<file path="src/rtl/lut_sched_pkg.sv">
// Shared types and constants for the time-multiplexed LED truth-table evaluator.
package lut_sched_pkg;

  localparam int TBL_W     = 16;
  localparam int SW_W      = 4;
  localparam int MAX_OUT   = 8;
  localparam int CFG_IDX_W = 4;  // wide enough to hold any idx up to MAX_OUT and compare against it

  typedef enum logic [1:0] {SAMPLE, EVAL, COMMIT} state_t;

  // T0 = S1&S2, T1 = S1|S3|S4, T2 = S3&~(S2&S4), T3 = S1&S2&S3&S4
  localparam logic [TBL_W-1:0] DEFAULT_TABLES [4] = '{16'h8888, 16'hFFFA, 16'h30F0, 16'h8000};

  typedef struct packed {
    logic [CFG_IDX_W-1:0] idx;
    logic [TBL_W-1:0]     tbl;
  } lut_cfg_t;

  function automatic logic [TBL_W-1:0] default_table(input int k);
    if (k < 4) return DEFAULT_TABLES[k];
    else       return '0;
  endfunction

endpackage

</file>
<file path="src/rtl/lut_eval_scheduler_if.sv">
// Truth-table config port: valid/ready write of one 16-bit table to a selected output.
interface lut_eval_scheduler_if
  import lut_sched_pkg::*;
#(
  parameter int NUM_OUT = 4
);
  logic                       i_Cfg_Valid;
  logic                       o_Cfg_Ready;
  logic [$clog2(NUM_OUT)-1:0] i_Cfg_Idx;
  logic [TBL_W-1:0]           i_Cfg_Table;

  modport master (output i_Cfg_Valid, i_Cfg_Idx, i_Cfg_Table, input o_Cfg_Ready);
  modport slave  (input i_Cfg_Valid, i_Cfg_Idx, i_Cfg_Table, output o_Cfg_Ready);
endinterface

</file>
<file path="src/rtl/lut_eval_scheduler_debounce.sv">
// Single-bit switch debounce: output follows input after DEBOUNCE_CYCLES stable cycles.
module switch_debounce #(
  parameter int DEBOUNCE_CYCLES = 250000
) (
  input  logic gclk,
  input  logic grst_n,
  input  logic d,
  output logic q
);
  localparam int CNT_W = $clog2(DEBOUNCE_CYCLES + 1);

  logic [CNT_W-1:0] cnt;

  // Any return to the current output level restarts the stability count.
  always_ff @(posedge gclk or negedge grst_n) begin
    if (!grst_n) begin
      q   <= 1'b0;
      cnt <= '0;
    end else if (d == q) begin
      cnt <= '0;
    end else if (cnt == CNT_W'(DEBOUNCE_CYCLES - 1)) begin
      q   <= d;
      cnt <= '0;
    end else begin
      cnt <= cnt + 1'b1;
    end
  end
endmodule

</file>
<file path="src/rtl/lut_eval_scheduler.sv">
// Sequenced 4-input truth-table evaluator driving NUM_OUT LEDs from the board switches.
// Optional build macro SWITCH_DEBOUNCE_EN inserts a debounce filter per switch bit.
module lut_eval_scheduler
  import lut_sched_pkg::*;
#(
  parameter int NUM_OUT         = 4,
  parameter int DEBOUNCE_CYCLES = 250000
) (
  input  logic                 i_Clk,
  input  logic                 i_Rst_L,
  input  logic [SW_W-1:0]      i_Switch,
  lut_eval_scheduler_if.slave  cfg,
  output logic [NUM_OUT-1:0]   o_LED,
  output logic                 o_Update
);
  localparam int IDX_W = $clog2(NUM_OUT);

  if (NUM_OUT < 2 || NUM_OUT > MAX_OUT) begin : g_bad_num_out
    $error("NUM_OUT out of range");
  end

  // Async assert, clock-aligned release for all internal state.
  logic [1:0] rst_pipe;
  logic       rst_n;

  always_ff @(posedge i_Clk or negedge i_Rst_L) begin
    if (!i_Rst_L) rst_pipe <= '0;
    else          rst_pipe <= {rst_pipe[0], 1'b1};
  end
  assign rst_n = rst_pipe[1];

  logic [SW_W-1:0] sw_meta, sw_sync, sw_cond;

  always_ff @(posedge i_Clk or negedge rst_n) begin
    if (!rst_n) begin
      sw_meta <= '0;
      sw_sync <= '0;
    end else begin
      sw_meta <= i_Switch;
      sw_sync <= sw_meta;
    end
  end

`ifdef SWITCH_DEBOUNCE_EN
  for (genvar b = 0; b < SW_W; b++) begin : g_db
    switch_debounce #(.DEBOUNCE_CYCLES(DEBOUNCE_CYCLES)) u_db (
      .gclk   (i_Clk),
      .grst_n (rst_n),
      .d      (sw_sync[b]),
      .q      (sw_cond[b])
    );
  end
`else
  if (DEBOUNCE_CYCLES < 1) begin : g_bad_db
    $error("DEBOUNCE_CYCLES must be positive");
  end
  assign sw_cond = sw_sync;
`endif

  state_t           state, state_nx;
  logic [IDX_W-1:0] eval_idx;
  logic [SW_W-1:0]  sw_snap;
  logic [NUM_OUT-1:0] r_next;
  logic [TBL_W-1:0] tables [NUM_OUT];
  logic [TBL_W-1:0] cur_tbl;
  lut_cfg_t         cfg_buf;
  logic             buf_full;
  logic             apply_buf;
  logic             cfg_fire;

  always_ff @(posedge i_Clk or negedge rst_n) begin
    if (!rst_n) state <= SAMPLE;
    else        state <= state_nx;
  end

  always_comb begin
    state_nx  = state;
    o_Update  = 1'b0;
    apply_buf = 1'b0;
    case (state)
      SAMPLE: state_nx = EVAL;
      EVAL:   if (eval_idx == IDX_W'(NUM_OUT - 1)) state_nx = COMMIT;
      COMMIT: begin
        state_nx  = SAMPLE;
        o_Update  = 1'b1;
        apply_buf = buf_full;
      end
      default: state_nx = SAMPLE;
    endcase
  end

  // Single shared evaluator: one table row is looked up per EVAL cycle.
  assign cur_tbl = tables[eval_idx];

  always_ff @(posedge i_Clk or negedge rst_n) begin
    if (!rst_n) begin
      sw_snap  <= '0;
      eval_idx <= '0;
      r_next   <= '0;
      o_LED    <= '0;
    end else begin
      case (state)
        SAMPLE: begin
          sw_snap  <= sw_cond;
          eval_idx <= '0;
        end
        EVAL: begin
          r_next[eval_idx] <= cur_tbl[sw_snap];
          eval_idx         <= eval_idx + 1'b1;
        end
        COMMIT:  o_LED <= r_next;
        default: ;
      endcase
    end
  end

  assign cfg.o_Cfg_Ready = ~buf_full;
  assign cfg_fire        = cfg.i_Cfg_Valid & ~buf_full;

  // Draining in COMMIT wins; ready only reappears the following cycle.
  always_ff @(posedge i_Clk or negedge rst_n) begin
    if (!rst_n) begin
      buf_full <= 1'b0;
      cfg_buf  <= '0;
    end else if (apply_buf) begin
      buf_full <= 1'b0;
    end else if (cfg_fire) begin
      buf_full    <= 1'b1;
      cfg_buf.idx <= CFG_IDX_W'(cfg.i_Cfg_Idx);
      cfg_buf.tbl <= cfg.i_Cfg_Table;
    end
  end

  // Out-of-range indices match no table, so those writes are simply dropped.
  for (genvar k = 0; k < NUM_OUT; k++) begin : g_tbl
    logic [TBL_W-1:0] tbl_q;

    always_ff @(posedge i_Clk or negedge rst_n) begin
      if (!rst_n)
        tbl_q <= default_table(k);
      else if (apply_buf && cfg_buf.idx == CFG_IDX_W'(k))
        tbl_q <= cfg_buf.tbl;
    end

    assign tables[k] = tbl_q;
  end

endmodule

</file>
<file path="src/flat_wrapper.sv">
// flat-port wrapper written by rule: the top's interface ports become plain ports
module lut_eval_scheduler_flat import lut_sched_pkg::*;
#(
  parameter int NUM_OUT         = 4,
  parameter int DEBOUNCE_CYCLES = 250000
)
  (i_Clk, i_Rst_L, i_Switch, o_LED, o_Update, cfg_i_Cfg_Valid, cfg_i_Cfg_Idx, cfg_i_Cfg_Table, cfg_o_Cfg_Ready);
  lut_eval_scheduler_if #(.NUM_OUT(NUM_OUT)) cfg_i ();
  input  logic i_Clk;
  input  logic i_Rst_L;
  input  logic [SW_W-1:0] i_Switch;
  output logic [NUM_OUT-1:0] o_LED;
  output logic o_Update;
  input wire logic [$bits(cfg_i.i_Cfg_Valid)-1:0] cfg_i_Cfg_Valid;
  input wire logic [$bits(cfg_i.i_Cfg_Idx)-1:0] cfg_i_Cfg_Idx;
  input wire logic [$bits(cfg_i.i_Cfg_Table)-1:0] cfg_i_Cfg_Table;
  output wire logic [$bits(cfg_i.o_Cfg_Ready)-1:0] cfg_o_Cfg_Ready;
  assign cfg_i.i_Cfg_Valid = cfg_i_Cfg_Valid;
  assign cfg_i.i_Cfg_Idx = cfg_i_Cfg_Idx;
  assign cfg_i.i_Cfg_Table = cfg_i_Cfg_Table;
  assign cfg_o_Cfg_Ready = cfg_i.o_Cfg_Ready;
  lut_eval_scheduler #(.NUM_OUT(NUM_OUT), .DEBOUNCE_CYCLES(DEBOUNCE_CYCLES)) u_core (.i_Clk(i_Clk), .i_Rst_L(i_Rst_L), .i_Switch(i_Switch), .cfg(cfg_i), .o_LED(o_LED), .o_Update(o_Update));
endmodule
</file>
<file path="config.mk">
export PLATFORM = sky130hd
export DESIGN_NAME = lut_eval_scheduler_flat
export DESIGN_NICKNAME = d
export VERILOG_FILES = /design/src/rtl/lut_sched_pkg.sv /design/src/rtl/lut_eval_scheduler_if.sv /design/src/rtl/lut_eval_scheduler_debounce.sv /design/src/rtl/lut_eval_scheduler.sv /design/src/flat_wrapper.sv
export SDC_FILE = /design/constraint.sdc
export NUM_CORES = 1
export LEC_CHECK = 0
export CAP_MARGIN = 25
export CORE_ASPECT_RATIO = 1.1
export CORE_MARGIN = 4
export CORE_UTILIZATION = 35
export CTS_CLUSTER_SIZE = 16
export DETAILED_ROUTE_END_ITERATION = 7
export PLACE_DENSITY_LB_ADDON = 0.12
export SLEW_MARGIN = 10
export SYNTH_ARGS = -nofsm -noshare
export SYNTH_HDL_FRONTEND = slang
export SYNTH_SLANG_ARGS = --single-unit
</file>
<file path="constraint.sdc">
create_clock -name i_Clk -period 4.2 [get_ports i_Clk]
set_input_delay 0.42 -clock i_Clk [delete_from_list [all_inputs] [get_ports i_Clk]]
set_output_delay 0.42 -clock i_Clk [all_outputs]
set_load 0.1 [all_outputs]
</file>
==> results of run 1 <==
[report_power, final]
part,total (mW),internal (mW),switching (mW)
clock network,0.872,0.510,0.362
registers,1.76,1.52,0.238
logic,0.705,0.426,0.279
[layout make-up]
class                           count  area [um^2]
Fill cell                        1174         7330
Inverter                            5         18.8
Sequential cell                   109         2760
Tap cell                          157          196
Clock buffer                       13          270
Clock inverter                      3         42.5
Timing Repair Buffer               37          389
Multi-Input combinational cell    168         1800
[layout by cell type, fill, tap and decap left out, types with 2 or more instances in the layout]
cell / synthesis / layout
mux4_2: 4 / 4
clkbuf_8: 0 / 3
nor2b_1: 4 / 3
clkbuf_16: 0 / 9
buf_4: 2 / 4
a22oi_1: 2 / 2
mux2i_1: 13 / 13
inv_1: 3 / 3
mux2_2: 86 / 86
inv_2: 2 / 2
ha_1: 4 / 4
mux4_1: 10 / 10
clkdlybuf4s50_1: 0 / 30
dfrtp_1: 84 / 83
nand2_1: 23 / 23
a31oi_1: 3 / 3
nor2_1: 3 / 3
dfstp_2: 25 / 25
a21oi_1: 4 / 4
[path summary, 6_finish.rpt]
check / startpoint / endpoint / slack, ps / cells after the start
max: u_core.state[0]$_DFFE_PN0P_ / o_Update / 1490 / 3
min in group i_Clk: u_core.rst_pipe[0]$_DFF_PN0_ / u_core.rst_pipe[1]$_DFF_PN0_ / 350 / 0
max in group asynchronous: u_core.rst_pipe[1]$_DFF_PN0_ / u_core.g_tbl[1].tbl_q[3]$_DFFE_PN1P_ / 2810 / 2
max reg2reg: u_core.eval_idx[0]$_DFFE_PN0P_ / u_core.r_next[1]$_DFFE_PN0P_ / 1960 / 6
min reg2reg: u_core.rst_pipe[1]$_DFF_PN0_ / u_core.cfg_buf[13]$_DFFE_PN0P_ / 320 / 0
min: i_Rst_L / u_core.rst_pipe[1]$_DFF_PN0_ / 240 / 1
[cells by family (layout without fill, tap and decap cells)]
logic type / after synthesis / after routing / share of synthesized area
mux: 113 / 113 / 0.312
flops: 109 / 109 / 0.592
simple gates: 35 / 35 / 0.0371
buf+inv: 17 / 58 / 0.0236
compound gates: 15 / 15 / 0.0239
fa+ha+maj: 4 / 4 / 0.0107
other cells: 1 / 1 / 0.000805
[metrics by stage]
stage	setup WS (ps)	cells
after CTS	1460	490
after global routing	1420	492
after floorplan	982	294
after detailed placement	1580	474
final	1490	492
after global placement	1620	473
[metal layers]
layer	vias to the layer above	GRT usage	wire (um)
met5	-	0	0
met4	0	0.0614	193
met3	12	0.0268	237
met2	29	0.191	4160
met1	1285	0.154	3930
li1	1141	-	-
[registers in the layout (all words and copies together), names as in the netlist, 4 cells and up]
signal              count
u_core.g_tbl.tbl_q     64
u_core.cfg_buf         18
u_core.o_LED            4
u_core.r_next           4
u_core.sw_cond          4
u_core.sw_meta          4
u_core.sw_snap          4
==> results.yml, run 1 <==
synth:
  synth_seq_cells: 109
  synthDistinctLibCells: 33
  yosys_warnings: 0
  seq_area_frac_synth: 0.592
  synth_ff_type: "dfrtp_1"
  synth_area_per_cell_um2: 15.8
  synth_common_cells: "86 x mux2_2, 84 x dfrtp_1, 25 x dfstp_2"
  synth_top_cell_area_share: 0.451
  yosys-top-cells-area: "dfrtp_1 45%, mux2_2 21%, dfstp_2 14%, mux4_1 5.6%, mux2i_1 2.8%"
  syn_area_um2: 4660
  synthMostInstantiatedCell: "mux2_2"
  synth_nets: 323
  syn_inst: 294
  async_flop_share: 1.00
  synth_largest_area_cell: "dfrtp_1"
  synth_edf_count: 0
placement:
  io_buffer_count: 30
  place_area_um2: 5130
  gp_congestion: 0.743
  place.detailed.hpwl_um: 5470
critical_path:
  cp_num_buf_inv: 2
  critPathSlowestCell: "clkdlybuf4s50_1"
  crit_chain: "nand2b_2 > inv_2 > clkdlybuf4s50_1"
  crit_family: "buffers and inverters"
  critical-path-max-stage-delay_ps: 1140
  start_kind: "flop"
  worstSetupEndpointType: "output port"
  arrival_ps: 2290
  critPathRequiredTime_ps: 3780
  path_max_fanout: 7
  crit_type: "flop to output port"
routing:
  wl_per_cell_um: 17.3
  vias: 2467
  dr.pass1.iters: 4
  drt-total-wl_um: 8520
  drt_iter0_drc: 79
  ant_nets: 0
  drc: 0
  viasPerCell: 5.01
power_and_ir_drop:
  power_mw: 3.33
  powerDensity_nw_per_um2: 609
  vdd_drop_max_uv: 228
  power_leakage_nw: 2.30
global_route:
  grt_pass1_wl_um: 13800
  first_global_vias: 2572
  antenna_found_initial: 0
  grt_max_degree: 44
  track_usage: 0.120
  grt.overflow.total: 0
floorplan:
  start_util: 0.364
  core_area_um2: 12800
  die_area_um2: 15200
  rows: 43
  die_w_um: 118
  io_pins: 31
  die_h_um: 129
clock_network:
  post_cts_resized: 0
  hold_buffers: 0
  cts_tree: "built"
  path_clk_slew_ps: 70
  post-cts-setup-buffers: 0
  cts.sink_count: 109
  clock_latency_ps: 350
  cts-root-buf: "clkbuf_16"
  cts_made_buffers: 9
  cts-htree-levels: 3
  clockBufferDepth: 2
sta:
  hold_ws_ps: 235
  tns_ps: 0
  finalHoldViolCount: 0
  worstMarginPinSlew_ps: 964
  finalClockSkew_ps: 5.33
  setup_viol: 0
  fmax_mhz: 369
  slew_violations: 0
  rsz0062_at_grt: "no"
  maxSlewHeadroom: 0.355
  fin_crit_ps: 2710
  fin_crit_sh: 0.645
final_layout:
  stdcell_area_um2: 5480
  final_util: 0.428
  syn_to_final_growth_pct: 17.6
  fin_nets: 359
  drive_gt1_frac: 0.436
  n_antenna_cell: 0
run:
  maxCapViolations: 0
run_status:
  status: "finished, final reports clean"
min_path:
  hold_class: "primary input to async pin"
Note: power is estimated with default switching activity, not from simulation.
==> inputs of run 2 (changes only) <==
clock period = 2.3 ns   (was 4.2 ns; I/O delays follow)
==> results.yml, run 2 (synthesis gave the netlist of run 1 again) <==
sta:
  maxSlewHeadroom: 0.575
  fin_crit_sh: 0.868
  finalHoldViolCount: 0
  tns_ps: 0
  rsz0062_at_grt: "no"
  slew_violations: 0
  hold_ws_ps: 43.2
  fmax_mhz: 501
  finalClockSkew_ps: 5.66
  fin_crit_ps: 2000
  worstMarginPinSlew_ps: 638
  setup_viol: 0
final_layout:
  final_common_cell: "mux2_2"
  regMostFlops: "u_core.g_tbl.tbl_q"
  n_antenna_cell: 0
  reg_top3: "u_core.g_tbl.tbl_q (64), u_core.cfg_buf (18)"
  final_util: 0.425
  nFillCells: 1192
  drive_gt1_frac: 0.447
  fin_nets: 362
  largest_reg_flops: 64
  final_cell_mix: "86 x mux2_2, 83 x dfrtp_1, 25 x dfstp_2, 24 x clkdlybuf4s50_1, 23 x nand2_1"
  syn_to_final_growth_pct: 16.9
routing:
  vias: 2508
  drc: 0
  drt-total-wl_um: 8560
  ant_nets: 0
  dr.pass1.iters: 4
  viasPerCell: 5.07
  drt_iter0_drc: 65
  wl_per_cell_um: 17.3
global_route:
  first_global_vias: 2619
  grt_pass1_wl_um: 14300
  track_usage: 0.123
  grt.overflow.total: 0
  antenna_found_initial: 0
  grt_max_degree: 44
clock_network:
  clockBufferDepth: 2
  cts_tree: "built"
  path_clk_slew_ps: 60
  cts_made_buffers: 9
  cts-root-buf: "clkbuf_16"
  post_cts_resized: 0
  hold_buffers: 0
  cts-htree-levels: 3
  clock_latency_ps: 350
  post-cts-setup-buffers: 0
  cts.sink_count: 109
floorplan:
  die_w_um: 118
  start_util: 0.364
  die_h_um: 129
  die_area_um2: 15200
  io_pins: 31
  rows: 43
  core_area_um2: 12800
power_and_ir_drop:
  power_mw: 5.99
  vdd_drop_max_uv: 399
  power_leakage_nw: 2.30
  powerDensity_nw_per_um2: 1100
critical_path:
  crit_type: "flop to flop"
  rr_worst_depth: 6
  start_kind: "flop"
  arrival_ps: 2200
  r2r_start: "u_core.eval_idx[0]$_DFFE_PN0P_"
  ff2ff_setup_slack_ps: 300
  critPathRequiredTime_ps: 2500
  path_max_fanout: 24
  crit-reg2reg-capture: "u_core.r_next[1]$_DFFE_PN0P_"
  worstSetupEndpointType: "flop"
placement:
  gp_congestion: 0.714
  io_buffer_count: 30
  place.detailed.hpwl_um: 5610
min_path:
  hold_class: "primary input to async pin"
run_status:
  status: "finished, final reports clean"
run:
  maxCapViolations: 0
## run 2: metrics by stage
step,std cells,cell area (um^2),setup slack (ps)
3_5_place_dp,479,5170,258
5_1_grt,495,5450,111
4_1_cts,495,5450,247
3_3_place_gp,479,5170,299
2_1_floorplan,294,4660,21.2
6_report,495,5450,303
## run 2: layout make-up
class                           count  area, um^2  share of cell area
Sequential cell                   109        2760               0.507
Multi-Input combinational cell    168        1790               0.329
Timing Repair Buffer               40         398              0.0731
Clock buffer                       14         244              0.0448
Tap cell                          157         196              0.0361
Clock inverter                      2        35.0             0.00643
Inverter                            5        18.8             0.00345
## run 2: critical path: stages, from the launching register on
cell and delay [ps]:
dfrtp_1 370, buf_12 210, mux4_1 580, mux2i_1 170, a22oi_1 100, a32oi_2 290, a31oi_1 130
## run 2: per-layer routing
metal	vias to the layer above	global-route usage	share of wire	wire, um
met5	-	0	0	0
met4	0	0.0662	0.024	209
met3	13	0.0255	0.026	220
met2	30	0.201	0.49	4160
met1	1316	0.156	0.46	3970
li1	1149	-	-	-
## run 2: worst max path at each step
stage,from,to,slack (ps),cells after the start
finish,u_core.eval_idx[0]$_DFFE_PN0P_,u_core.r_next[1]$_DFFE_PN0P_,300,6
global route,u_core.sw_snap[0]$_DFFE_PN0P_,u_core.r_next[0]$_DFFE_PN0P_,110,5
CTS,u_core.sw_snap[0]$_DFFE_PN0P_,u_core.r_next[1]$_DFFE_PN0P_,250,5
global placement,u_core.sw_snap[0]$_DFFE_PN0P_,u_core.r_next[0]$_DFFE_PN0P_,300,5
detailed placement,u_core.sw_snap[0]$_DFFE_PN0P_,u_core.r_next[1]$_DFFE_PN0P_,260,5
floorplan,u_core.state[0]$_DFFE_PN0P_,u_core.g_tbl[0].tbl_q[10]$_DFFE_PN0P_,20,6
## run 2: power breakdown
part           total (mW)  internal, mW  switching (mW)
Combinational        1.27         0.771           0.502
Clock                1.50         0.845           0.651
Sequential           3.22          2.78           0.445
Total                5.99          4.39            1.60
